==> config.mk <==
export PLATFORM = sky130hd
export DESIGN_NAME = event_logger
export DESIGN_NICKNAME = d
export VERILOG_FILES = /design/src/rtl/logger_pkg.sv /design/src/rtl/log_fifo.sv /design/src/rtl/event_logger.sv
export SDC_FILE = /design/constraint.sdc
export NUM_CORES = 1
export LEC_CHECK = 0
export ABC_CLOCK_PERIOD_IN_PS = 7970
export CAP_MARGIN = 20
export CORE_UTILIZATION = 60
export DETAILED_ROUTE_END_ITERATION = 10
export PLACE_DENSITY = 0.78
export SYNTH_ARGS = -nofsm -noshare
export SYNTH_HDL_FRONTEND = slang
export SYNTH_HIERARCHICAL = 1
export SYNTH_SLANG_ARGS = --single-unit
==> constraint.sdc <==
create_clock -name clk -period 7.97 [get_ports clk]
set_input_delay 1.594 -clock clk [delete_from_list [all_inputs] [get_ports clk]]
set_output_delay 1.594 -clock clk [all_outputs]
set_load 0.1 [all_outputs]
==> src/rtl/logger_pkg.sv <==
// Shared types and default sizing for the event logger.
package logger_pkg;

    localparam int DEF_DEPTH  = 16;
    localparam int DEF_MSG_W  = 64;
    localparam int DEF_TS_W   = 32;
    localparam int DEF_DROP_W = 16;

    typedef enum logic [1:0] {
        SEV_INFO  = 2'd0,
        SEV_WARN  = 2'd1,
        SEV_ERROR = 2'd2,
        SEV_FATAL = 2'd3
    } sev_e;

    typedef struct packed {
        sev_e                 sev;
        logic [DEF_MSG_W-1:0] msg;
        logic [DEF_TS_W-1:0]  ts;
    } log_entry_t;

endpackage

==> src/rtl/log_fifo.sv <==
// Generic first-word-fall-through ring buffer with flush.
// Flush beats push and pop in the same cycle; an empty head reads as zero.
module log_fifo
    import logger_pkg::*;
#(
    parameter int  DEPTH = DEF_DEPTH,
    parameter type T     = log_entry_t
) (
    input  logic                       clk,
    input  logic                       rst_n,
    input  logic                       push,
    input  logic                       pop,
    input  logic                       flush,
    input  T                           din,
    output T                           dout,
    output logic                       full,
    output logic                       empty,
    output logic [$clog2(DEPTH+1)-1:0] count
);

    localparam int PW = $clog2(DEPTH);

    T                mem [DEPTH];
    logic [PW-1:0]   wr_ptr;
    logic [PW-1:0]   rd_ptr;
    logic            do_push;
    logic            do_pop;

    assign full    = (count == DEPTH[$clog2(DEPTH+1)-1:0]);
    assign empty   = (count == '0);
    assign do_pop  = pop & ~empty;
    // A pop frees the slot the push needs, so a full buffer can still take one.
    assign do_push = push & (~full | do_pop);
    assign dout    = empty ? '0 : mem[rd_ptr];

    always_ff @(posedge clk) begin
        if (do_push && !flush) mem[wr_ptr] <= din;
    end

    always_ff @(posedge clk or negedge rst_n) begin
        if (!rst_n) begin
            wr_ptr <= '0;
            rd_ptr <= '0;
            count  <= '0;
        end else if (flush) begin
            wr_ptr <= '0;
            rd_ptr <= '0;
            count  <= '0;
        end else begin
            if (do_push) wr_ptr <= wr_ptr + 1'b1;
            if (do_pop)  rd_ptr <= rd_ptr + 1'b1;
            case ({do_push, do_pop})
                2'b10:   count <= count + 1'b1;
                2'b01:   count <= count - 1'b1;
                default: count <= count;
            endcase
        end
    end

endmodule

==> src/rtl/event_logger.sv <==
// Timestamped severity log sink: ring buffer plus drop counter and sticky fatal flag.
module event_logger
    import logger_pkg::*;
#(
    parameter int DEPTH  = DEF_DEPTH,
    parameter int MSG_W  = DEF_MSG_W,
    parameter int TS_W   = DEF_TS_W,
    parameter int DROP_W = DEF_DROP_W
) (
    input  logic                       clk,
    input  logic                       rst_n,
    input  logic                       log_valid,
    input  logic [1:0]                 log_sev,
    input  logic [MSG_W-1:0]           log_msg,
    output logic                       log_ready,
    input  logic                       rd_en,
    output logic                       rd_valid,
    output logic [1:0]                 rd_sev,
    output logic [MSG_W-1:0]           rd_msg,
    output logic [TS_W-1:0]            rd_ts,
    output logic [$clog2(DEPTH+1)-1:0] count,
    output logic [DROP_W-1:0]          drop_cnt,
    output logic                       fatal,
    input  logic                       clear
);

    typedef struct packed {
        sev_e             sev;
        logic [MSG_W-1:0] msg;
        logic [TS_W-1:0]  ts;
    } entry_t;

    logic [TS_W-1:0] ts;
    entry_t          wr_entry;
    entry_t          head;
    logic            full;
    logic            empty;
    logic            rd_fire;
    logic            accept;
    logic            dropped;

    assign rd_valid  = ~empty;
    assign rd_fire   = rd_en & rd_valid;
    assign log_ready = ~full | rd_fire;
    // A clearing cycle neither stores nor counts the offered entry.
    assign accept    = log_valid &  log_ready & ~clear;
    assign dropped   = log_valid & ~log_ready & ~clear;

    assign wr_entry = '{sev: sev_e'(log_sev), msg: log_msg, ts: ts};
    assign rd_sev   = head.sev;
    assign rd_msg   = head.msg;
    assign rd_ts    = head.ts;

    log_fifo #(.DEPTH(DEPTH), .T(entry_t)) u_fifo (
        .clk   (clk),
        .rst_n (rst_n),
        .push  (accept),
        .pop   (rd_en),
        .flush (clear),
        .din   (wr_entry),
        .dout  (head),
        .full  (full),
        .empty (empty),
        .count (count)
    );

    always_ff @(posedge clk or negedge rst_n) begin
        if (!rst_n) ts <= '0;
        else        ts <= ts + 1'b1;
    end

    always_ff @(posedge clk or negedge rst_n) begin
        if (!rst_n)                          drop_cnt <= '0;
        else if (clear)                      drop_cnt <= '0;
        else if (dropped && drop_cnt != '1)  drop_cnt <= drop_cnt + 1'b1;
    end

    always_ff @(posedge clk or negedge rst_n) begin
        if (!rst_n)                                 fatal <= 1'b0;
        else if (log_valid && log_sev == SEV_FATAL) fatal <= 1'b1;
    end

endmodule

### After elaboration in Yosys (flattened, before gate mapping)

Memories as Yosys holds them, arrays and structs flattened.
Cells that the tools add are included.

* reduce and logical (&&, ||, !) cells: 9
* equal/unequal tests: 5
* bitwise logic cells: 11
* add/sub/neg operators: 6
* muxes and demuxes: 11

Operator list (number)
* $mux W98: 1
* $add A32 B1 Y32 const B: 1
* $mux W16: 2
* $add A16 B1 Y16 const B: 1
* $mux W4: 4
* $ne A16 B16 Y1 const B: 1
* $pmux W5 S2: 1
* $add A4 B1 Y4 const B: 2
* $and A1 B1 Y1: 6
* $reduce_bool A2 Y1: 3
* $add A5 B1 Y5 const B: 1
* $eq A5 B5 Y1 const B: 1
* $logic_not A5 Y1: 1
* $mux W5: 1
* $sub A5 B1 Y5 const B: 1
* $eq A2 B2 Y1 const B: 2
* $not A1 Y1: 4
* $logic_and A1 B1 Y1: 3
* $reduce_bool A3 Y1: 1
* $eq A2 B1 Y1 const B: 1
* $mux W1: 2
* $logic_not A1 Y1: 1
* $or A1 B1 Y1: 1

* memory bits (writable): 1568
* bits in registers: 62
* logic and storage cells: 49
* input port bits: 71
* output and inout port bits: 122
* memories: 1

Memory list
* u_fifo.mem: words 16, width 98, read ports 1, clocked after Yosys merged registers in 0, write ports 1, line log_fifo.sv:23 `T mem [DEPTH];`

### Logic depth before layout (Yosys ltp)

Gate-level depths: netlist of run 1.

* depth in word-level cells: 10
* mapped depth: 14

### Cells and area by module

Netlist of run 1, hierarchy kept.

By module, submodules not included
* log_fifo: cells each 2507, times used 1, sequential area each 47410.5 µm², area each 60133.9 µm²
* event_logger: cells each 239, times used 1, sequential area each 1226.2 µm², area each 2453.6 µm²

### Worst setup path before layout of run 1

Ideal clock, no wire load.

* path type: input-to-reg
* start point: in rd_en
* end point: mem u_fifo/mem[0][0] in the netlist's numbering, enable pin
* arrival time: 7.248 ns
* setup time: 0.556 ns
* path slack: 0.166 ns
* cell stages on the path: 7
* data required time: 7.414 ns
* cell sequence: nand2b_1 -> nand2_1 -> and3b_1 -> clkbuf_1 -> o31a_4 -> nand2_1 -> nor2_1

* cells in the longest elaborated chain, start to end: 8

RTL lines
* start: declaration: line event_logger.sv:16 `input logic rd_en,`
* $and A1 B1 Y1: line event_logger.sv:43 `assign rd_fire = rd_en & rd_valid;`
* $or A1 B1 Y1: line event_logger.sv:44 `assign log_ready = ~full | rd_fire;`
* net log_ready: line event_logger.sv:15 `output logic log_ready,`
* $and A1 B1 Y1 (2 in series): line event_logger.sv:46 `assign accept = log_valid & log_ready & ~clear;`
* net accept: line event_logger.sv:39 `logic accept;`
* $and A1 B1 Y1: line log_fifo.sv:33 `assign do_push = push & (~full | do_pop);`
* $logic_and A1 B1 Y1: line log_fifo.sv:37 `if (do_push && !flush) mem[wr_ptr] <= din;`
* $mux W1: line log_fifo.sv:37
* $mux W1 (not written as such): line log_fifo.sv:37
* end: declaration: line log_fifo.sv:23

The timed path passes the listed nets, and every way through them passes these cells.

### Worst setup path in the final report of run 1

* start point: reg u_fifo.count[1]
* end point: out rd_ts[11]

* cells in the longest elaborated chain, start to end: 2

RTL lines
* start: declaration: line log_fifo.sv:18 `output logic [$clog2(DEPTH+1)-1:0] count`
* start signal: assignment: line log_fifo.sv:53 `2'b10: count <= count + 1'b1;`
* start signal: assignment: line log_fifo.sv:54 `2'b01: count <= count - 1'b1;`
* start signal: assignment: line log_fifo.sv:55 `default: count <= count;`
* $logic_not A5 Y1: line log_fifo.sv:30 `assign empty = (count == '0);`
* net empty: line event_logger.sv:37 `logic empty;`
* $mux W98: line log_fifo.sv:34 `assign dout = empty ? '0 : mem[rd_ptr];`
* end: declaration: line event_logger.sv:20 `output logic [TS_W-1:0] rd_ts,`

The timed path passes the listed nets, and every way through them passes these cells.

==> results of run 1 <==
## cell usage after synthesis, types with 2 or more instances
| cell type | number |
|---|---|
| sky130_fd_sc_hd__a21oi_1 | 9 |
| sky130_fd_sc_hd__a31o_2 | 2 |
| sky130_fd_sc_hd__and3_1 | 5 |
| sky130_fd_sc_hd__and4_1 | 5 |
| sky130_fd_sc_hd__buf_1 | 15 |
| sky130_fd_sc_hd__buf_2 | 68 |
| sky130_fd_sc_hd__buf_4 | 4 |
| sky130_fd_sc_hd__buf_6 | 4 |
| sky130_fd_sc_hd__clkbuf_1 | 55 |
| sky130_fd_sc_hd__dfrtp_1 | 62 |
| sky130_fd_sc_hd__edfxtp_1 | 1568 |
| sky130_fd_sc_hd__ha_1 | 10 |
| sky130_fd_sc_hd__inv_1 | 20 |
| sky130_fd_sc_hd__mux2_1 | 9 |
| sky130_fd_sc_hd__mux2_2 | 3 |
| sky130_fd_sc_hd__mux2i_1 | 200 |
| sky130_fd_sc_hd__mux4_2 | 392 |
| sky130_fd_sc_hd__nand2_1 | 20 |
| sky130_fd_sc_hd__nand2b_1 | 3 |
| sky130_fd_sc_hd__nand3_1 | 22 |
| sky130_fd_sc_hd__nand4_1 | 7 |
| sky130_fd_sc_hd__nor2_1 | 41 |
| sky130_fd_sc_hd__nor2b_1 | 13 |
| sky130_fd_sc_hd__nor3_1 | 8 |
| sky130_fd_sc_hd__nor4_1 | 19 |
| sky130_fd_sc_hd__o2111ai_1 | 2 |
| sky130_fd_sc_hd__o211ai_1 | 3 |
| sky130_fd_sc_hd__o21ai_0 | 3 |
| sky130_fd_sc_hd__o21ai_1 | 2 |
| sky130_fd_sc_hd__o22ai_1 | 98 |
| sky130_fd_sc_hd__o31ai_1 | 5 |
| sky130_fd_sc_hd__or2_2 | 3 |
| sky130_fd_sc_hd__or3_1 | 4 |
| sky130_fd_sc_hd__or4_1 | 7 |
| sky130_fd_sc_hd__xnor2_1 | 14 |
| sky130_fd_sc_hd__xor2_1 | 22 |
## cell families after synthesis
family | count (synthesis) | share of synthesized area [%]
compound gates | 133 | 1.40
buf+inv | 166 | 1.20
xor+xnor | 36 | 0.504
mux | 604 | 17.5
fa+ha+maj | 11 | 0.232
simple gates | 166 | 1.44
flops | 1630 | 77.7
## area by class of cell
type                    count  area share (%)
inverters                  20           0.105
diodes                      1         0.00351
flip-flops and latches   1630            68.2
clock buffers             199            5.89
multi-input cells         950            18.7
clock inverters            91           0.978
repair buffers            251            3.75
well taps                1380            2.42
## metrics by stage
stage | hold slack (ns) | power [mW] | setup slack (ns) | utilization (%) | area [sq um]
after floorplan | 0.559 | 13.7 | 0.166 | - | 62600
after global placement | 0.464 | 14.9 | 2.10 | 64.2 | 66400
after detailed placement | 0.503 | 15.0 | 2.44 | 64.2 | 66500
after CTS | 0.523 | 22.0 | 1.61 | 68.9 | 71400
after global routing | 0.552 | 22.5 | 1.43 | 69.0 | 71400
final | 0.512 | 21.9 | 1.59 | 69.0 | 71400
## power breakdown
group	internal [mW]	leakage (nW)	total [mW]	switching, mW
clock	3.98	2.37	7.06	3.08
combinational	1.77	4.26	5.31	3.53
sequential	9.40	14.8	9.50	0.105
total	15.1	21.4	21.9	6.72
## worst min-delay path by stage
stage	start	end	slack [ns]
after global placement	fatal	fatal	0.46
after floorplan	u_fifo/wr_ptr[1]	u_fifo/wr_ptr[1]	0.56
final	drop_cnt[15]	drop_cnt[15]	0.51
after CTS	drop_cnt[15]	drop_cnt[15]	0.52
after detailed placement	drop_cnt[15]	drop_cnt[15]	0.50
after global routing	drop_cnt[15]	drop_cnt[15]	0.55
## flip-flops by register name, indices dropped and copies added (netlist names)
name           flops
drop_cnt          16
fatal              1
ts                32
u_fifo/count       5
u_fifo/mem      1568
u_fifo/rd_ptr      4
u_fifo/wr_ptr      4
## worst max-delay path: stages (launching register included)
cell,delay [ns]
sky130_fd_sc_hd__dfrtp_1,0.43
sky130_fd_sc_hd__or4_4,0.69
sky130_fd_sc_hd__nor2_1,0.46
sky130_fd_sc_hd__or2_2,0.52
sky130_fd_sc_hd__buf_4,0.48
sky130_fd_sc_hd__o22ai_1,0.35
sky130_fd_sc_hd__clkdlybuf4s50_1,1.06
## per-layer routing
layer / wire [microns] / global-route usage [%] / share of wire (%) / up-vias
li1: - / - / - / 12200
met1: 53300 / 36.8 / 38 / 15900
met2: 70900 / 44.5 / 51 / 1506
met3: 11500 / 4.81 / 8.3 / 215
met4: 2870 / 7.41 / 2.1 / 6
met5: 27 / 0 / 0.019 / -
==> results.txt, run 1 <==
Leaving out fill and tap cells, the most frequent cell in the layout is sky130_fd_sc_hd__edfxtp_1. The tools report the final hold violation count as 0. The tools report the startpoint type of the worst setup path as a register.

The number of nets in the synthesized netlist was 2,828. The cell depth of the worst hold path was 1. The initial utilization of the core area, before any placement, comes to 60.5%.

The tools report the number of remaining DRC errors as 0. Buffers added to address setup during post-CTS repair amount to 0. The logs give 21.3% for the max-slew headroom at the worst pin and 13,300 sq um for the area taken by multi-input logic gates. The area growth from synthesis to layout is 14.0%. Yosys attributes the largest share of cell area to sky130_fd_sc_hd__edfxtp_1, sky130_fd_sc_hd__mux4_2, sky130_fd_sc_hd__mux2i_1. The actual transition at the worst max-transition pin is 1.18 ns, and the number of unique standard cell types used by synthesis is 55.

The tools report the total count of max-transition violations in the final report as 0. The first global-routing pass estimated 204 mm of wire. The number of port buffers works out to 192. The class of the most critical setup path was register to primary output.

The largest net degree at the start of global routing is 99. The run finished with clean final reports. The final setup violation count is 0, and the depth of the worst register-to-register path is 8.

The launch point of the worst reg-to-reg path was u_fifo/count[4]. The via count of the first global-routing pass was 31,300. The count of nets left with antenna violations once routing finished came out at 0. The tools report the end of the critical path as rd_ts[11]. Clock root buffer: sky130_fd_sc_hd__clkbuf_16. The worst reg-to-reg setup slack is 3.81 ns, and the final wirelength is 139 mm.

The average wire per cell in the routed design is 30.7 microns, and the share of the synthesized area in the top cell type is 75.2%. In this run the critical register-to-register path is captured at u_fifo/mem[1][56]. STA puts the critical path data required time at 6.38 ns.

After clock tree synthesis, the clock-pin slew on the worst setup and hold paths is 0.06 ns. The die covers 106,000 sq um. The largest fanout of any net on the critical path works out to 18.

For the count of yosys warnings during synthesis, the log shows 6. The final route contains 29,800 vias. The H-tree was split into 4 levels.

The number of optimization iterations in the first detailed-route pass was 5; the final period utilization was 80.0%. The die outline height was 325 microns; the setup skew after layout was 0.0311 ns. The min-delay analysis places its worst path in the category register to register.

The total global routing overflow was 0. Overall die width: 325 microns. Across every metal layer, demand over resource in global routing totals 26.7%. Derived from the worst setup path, the maximum achievable clock frequency is 157 MHz. The logs give 3,094 for the number of nets in the layout and 5,992 for the number of fill cells. Synthesis inferred 1,630 register bits. In this run the static leakage power is 21.4 nW. TritonCTS sink count: 1,630. Setup repair after global routing left no endpoint under its margin. The cell count after synthesis came out at 2,746. Startpoint of the most critical setup path: u_fifo/count[1]. Averaged over all synthesized cells, the footprint is 22.8 sq um.

Counting tap cells, the placed design contains a total of 4,230 instances. The logs give 77.7% for the share of the yosys chip area belonging to registers and 0.000352 V for the highest ir drop seen on vdd. For this design the ratio of total power to cell area is 306 nW/um^2. In this run, post-CTS repair resized a total of 0 instances. After layout, the minimum clock period comes to 6.38 ns. Setup total negative slack on the finished layout was measured at 0 ns. Register area: 48,700 sq um. Detailed placement finished with a half-perimeter wire length of 69.0 mm.

The tool flagged a number of max-cap violations equal to 0. The share of async-settable or async-resettable flops after synthesis is 3.80%. The average vias per placed instance was 6.60. Counting along the longest clock path gives a buffer depth of 3. Cells with a size suffix above 1 make up 22.3% of the layout. For the placement row count, the log shows 118. TritonCTS built the clock tree. The floorplan step defined a core boundary enclosing 103,000 sq um. The run gives 159 as the total CTS buffers. The library cells used most frequently in the layout, excluding fill and tap cells, are sky130_fd_sc_hd__edfxtp_1, sky130_fd_sc_hd__mux4_2, sky130_fd_sc_hd__mux2i_1, sky130_fd_sc_hd__clkdlybuf4s50_1, sky130_fd_sc_hd__clkbuf_16. The kind of end point of the critical path is a primary output. Total standard cell area after synthesis: 62,600 sq um. The most instantiated flip-flop cell in the synthesis netlist was sky130_fd_sc_hd__edfxtp_1. The post-synthesis cell type with the largest combined area is sky130_fd_sc_hd__edfxtp_1.

The number of antenna violations at the first check in global routing is 3. The count of flip-flops with a built-in enable after synthesis was 1,568; the global placement routability congestion was 0.759. After the first detailed-routing iteration, the DRC count stood at 2,971.

In this run the count of I/O pins placed on the die edge is 193. For the insertion delay to the later sink of the worst-skew pair, the log shows 0.77 ns. The tools report the data arrival time of the critical path as 4.78 ns. The hold buffer count at CTS was 0. The count of placed standard cells in the final layout, fillers left out came out at 4,522.
No activity file was read; power rests on OpenSTA's default activity.
==> run 2, diff against run 1 <==
--- a/config.mk
+++ b/config.mk
@@ -5,7 +5,7 @@
 export SDC_FILE = /design/constraint.sdc
 export NUM_CORES = 1
 export LEC_CHECK = 0
-export ABC_CLOCK_PERIOD_IN_PS = 7970
+export ABC_CLOCK_PERIOD_IN_PS = 6080
 export CAP_MARGIN = 20
 export CORE_UTILIZATION = 60
 export DETAILED_ROUTE_END_ITERATION = 10
==> constraint.sdc (replaced) <==
create_clock -name clk -period 6.08 [get_ports clk]
set_input_delay 1.216 -clock clk [delete_from_list [all_inputs] [get_ports clk]]
set_output_delay 1.216 -clock clk [all_outputs]
set_load 0.1 [all_outputs]
==> run 2 against run 1 <==
Combinational power up 33%. First-iteration DRC count up 13%. Largest power group unchanged. Hold slack worse by 0.011 ns. Sequential power up 31%. Global-route usage up 0.85 points. Clock skew up 0.0051 ns. Die area unchanged. Register-to-register slack worse by 1.3 ns. Flip-flop and latch count unchanged.
==> results.txt, run 2 (synthesized netlist as in run 1, its figures left out) <==
The logs give 193 (unchanged) for the number of top-level design ports and 27.5% (+0.85 points) for the overall routing resource usage. For the setup fix buffers added after clock tree synthesis, the log shows 0 (unchanged). In the layout the commonest cells are sky130_fd_sc_hd__edfxtp_1, sky130_fd_sc_hd__mux4_2, sky130_fd_sc_hd__mux2i_1, sky130_fd_sc_hd__clkdlybuf4s50_1, sky130_fd_sc_hd__clkbuf_16.

For the number of nets with antenna violations after routing, the log shows 0 (unchanged). The number of nets in the layout came out at 3,101 (+0.23%). Class of the most critical setup path: register to primary output.

The cell internal power dissipation is 20.0 mW (+32%), and the number of gates resized after cts is 0 (unchanged). The overall die width was 325 microns (unchanged). For the setup skew after layout, the log shows 0.0363 ns (+0.00512 ns). The logs give 24.8% (+3.5 points) for the max-slew headroom at the worst pin and 0.349 ns (-1.25 ns) for the final worst slack. The most common cell after layout, fill and taps aside was sky130_fd_sc_hd__edfxtp_1. The tools report the worst reg2reg path endpoint as u_fifo/mem[9][55].

Traced cell by cell, the critical path runs through or4_4 > nor2_1 > or2_4 > buf_4 > o22ai_1 > clkdlybuf4s50_1. The die outline height was 325 microns (unchanged). The floorplan die area is 106,000 sq um (unchanged).

The run gives 118 (unchanged) as the placement row count. The average wire per cell in the routed design was 31.6 microns (+3.0%); the maximum operating frequency was 174 MHz. The tools report the data arrival time of the critical path as 4.52 ns (-0.26 ns). The cell depth of the worst hold path is 1 (unchanged).

The run gives 31,600 (+1.1%) as the via count of the first global-routing pass. The portion of total power attributed to combinational logic is 24.4% (about the same), and the growth of design area from synthesis to finish is 14.4%. The run finished with clean final reports. The run gives 4.86 ns (-1.52 ns) as the required time of the critical path.

The run gives 42.9% (-0.6 points) as the proportion of power drawn by flip-flops and latches. The logs give 4,530 (+0.18%) for the count of placed standard cells in the final layout, fillers left out and 1,630 (unchanged) for the TritonCTS sink count. The share of post-route cells with drive strength above 1 is 23.1% (+0.82 points).

The worst reg-to-reg setup slack is 2.47 ns (-1.34 ns). The total via count after detailed routing is 30,100 (+0.77%). The run gives 210 mm (+2.8%) as the first-pass GRT wire length. The register containing the most flip-flops in the final layout was u_fifo/mem. The launch point of the worst reg-to-reg path is u_fifo/count[0]. The worst hold path begins at fatal. The reported net switching power is 8.94 mW (+33%). Largest fanout of any net on the critical path: 32 (+14). The tools report the total count of max-transition violations in the final report as 0 (unchanged). The global placement routability congestion was 0.778 (+2.5%).

The final hold violation count was 0 (unchanged); the average vias per placed instance was 6.64 (+0.60%). Total CTS buffers: 156 (-1.9%). The detailed-placement wirelength estimate was 69.2 mm (+0.22%). Starting density of the core: 60.5% (unchanged). The number of flip-flops under the largest register name came out at 1,568 (unchanged). The run gives 0 (unchanged) as the final setup violation count. The end of the critical path was rd_ts[5]. The depth of the worst register-to-register path was 9 (+1).

The class of the tightest hold or removal check was register to register. The startpoint of the most critical setup path is u_fifo/count[0]. The H-tree depth was 4 (unchanged). The worst setup path is captured at a primary output. The root buffer cell chosen for the clock tree is sky130_fd_sc_hd__clkbuf_16. TritonCTS built the clock tree. The switching share of total power is 30.9% (+0.13 points). The tools report the leakage component of the power as 21.6 nW (+0.70%). For the number of optimization iterations in the first detailed-route pass, the log shows 5 (unchanged). The tools report the total global routing overflow as 0 (unchanged).

The logs give 99 (unchanged) for the largest net degree at the start of global routing and 4,240 (+0.24%) for the cell count after placement. The number of port buffers works out to 192 (unchanged). The largest registers in the layout are u_fifo/mem: 1568 flops, ts: 32 flops, drop_cnt: 16 flops. The tools report the number of antenna violations at the first check in global routing as 9 (+6). Number of remaining DRC errors: 0 (unchanged). The final wirelength was 143 mm (+3.2%); the final total negative setup slack was 0 ns (unchanged). The highest ir drop seen on vdd is 0.000392 V (+12%), and the cell area power density is 405 nW/um^2 (+32%). Setup repair after global routing left no endpoint under its margin. The tools report the count of maximum capacitance violations as 0 (unchanged).

Hold buffer count at CTS: 0 (unchanged). The tools report the insertion delay to the later sink of the worst-skew pair as 0.77 ns (about the same). The post-place setup slack is 0.958 ns (-1.48 ns). The delay of the slowest cell on the worst path came out at 1.04 ns (-0.02 ns). The smallest clock period supported by the final layout is computed as 5.73 ns. For this design, the slowest cell found on the critical path is sky130_fd_sc_hd__clkdlybuf4s50_1. The clock-pin transition on the worst setup and hold timing paths came out at 0.06 ns (about the same). The actual transition at the worst max-transition pin is 1.13 ns (-0.0527 ns), and the final period utilization is 94.3%. The core area is 103,000 sq um (unchanged), and the detailed router's first-iteration violation count is 3,345 (+13%).

STA classifies the critical path startpoint as a register. The maximum count of clock buffers along a single path was 3 (unchanged); the clock network fraction of design power was 32.7% (+0.4 points).
==> run 2: critical path: cells and delay by family, from the launching register on <==
kind / cells / cell delay (ns)
AO/OA/AOI/OAI: 1 / 0.22
buffers and inverters: 2 / 1.48
flip-flops: 1 / 0.44
AND/OR/NAND/NOR: 3 / 1.59
==> run 2: worst min-delay path by stage <==
stage | endpoint | slack (ns)
after floorplan | u_fifo/wr_ptr[1] | 0.56
after global placement | fatal | 0.50
after detailed placement | fatal | 0.51
after CTS | fatal | 0.50
after global routing | fatal | 0.51
final | fatal | 0.50
==> run 2: per-layer routing <==
metal  track usage, %  routed length, microns  vias up
met2             45.3                   72100     1698
met5                0                      25        -
li1                 -                       -    12200
met1             38.6                   54200    15900
met3             5.08                   13400      252
met4             7.45                    3280        4
==> run 2: through the flow <==
stage / area, sq um / power (mW) / utilization [%] / hold WS, ns
finish: 71600 / 29.0 / 69.2 / 0.502
global route: 71600 / 29.8 / 69.2 / 0.511
CTS: 71600 / 29.1 / 69.2 / 0.505
detailed placement: 66600 / 19.7 / 64.3 / 0.509
global placement: 66600 / 19.6 / 64.3 / 0.503
floorplan: 62600 / 18.0 / - / 0.559
==> run 2: layout make-up <==
class                   count  area, sq um
diodes                      4         10.0
clock buffers             204         4110
clock inverters            81          912
fillers                  5874        31900
inverters                  20         75.1
multi-input cells         950        13300
flip-flops and latches   1630        48700
well taps                1380         1730
repair buffers            261         2790
==> run 2: power by group through the flow <==
stage | Combinational (mW) | Sequential, mW | Clock (mW)
global route | 7.35 | 12.4 | 10.0
floorplan | 5.31 | 12.7 | 0
CTS | 7.10 | 12.4 | 9.60
detailed placement | 7.04 | 12.7 | 0
finish | 7.06 | 12.4 | 9.49
global placement | 6.92 | 12.6 | 0
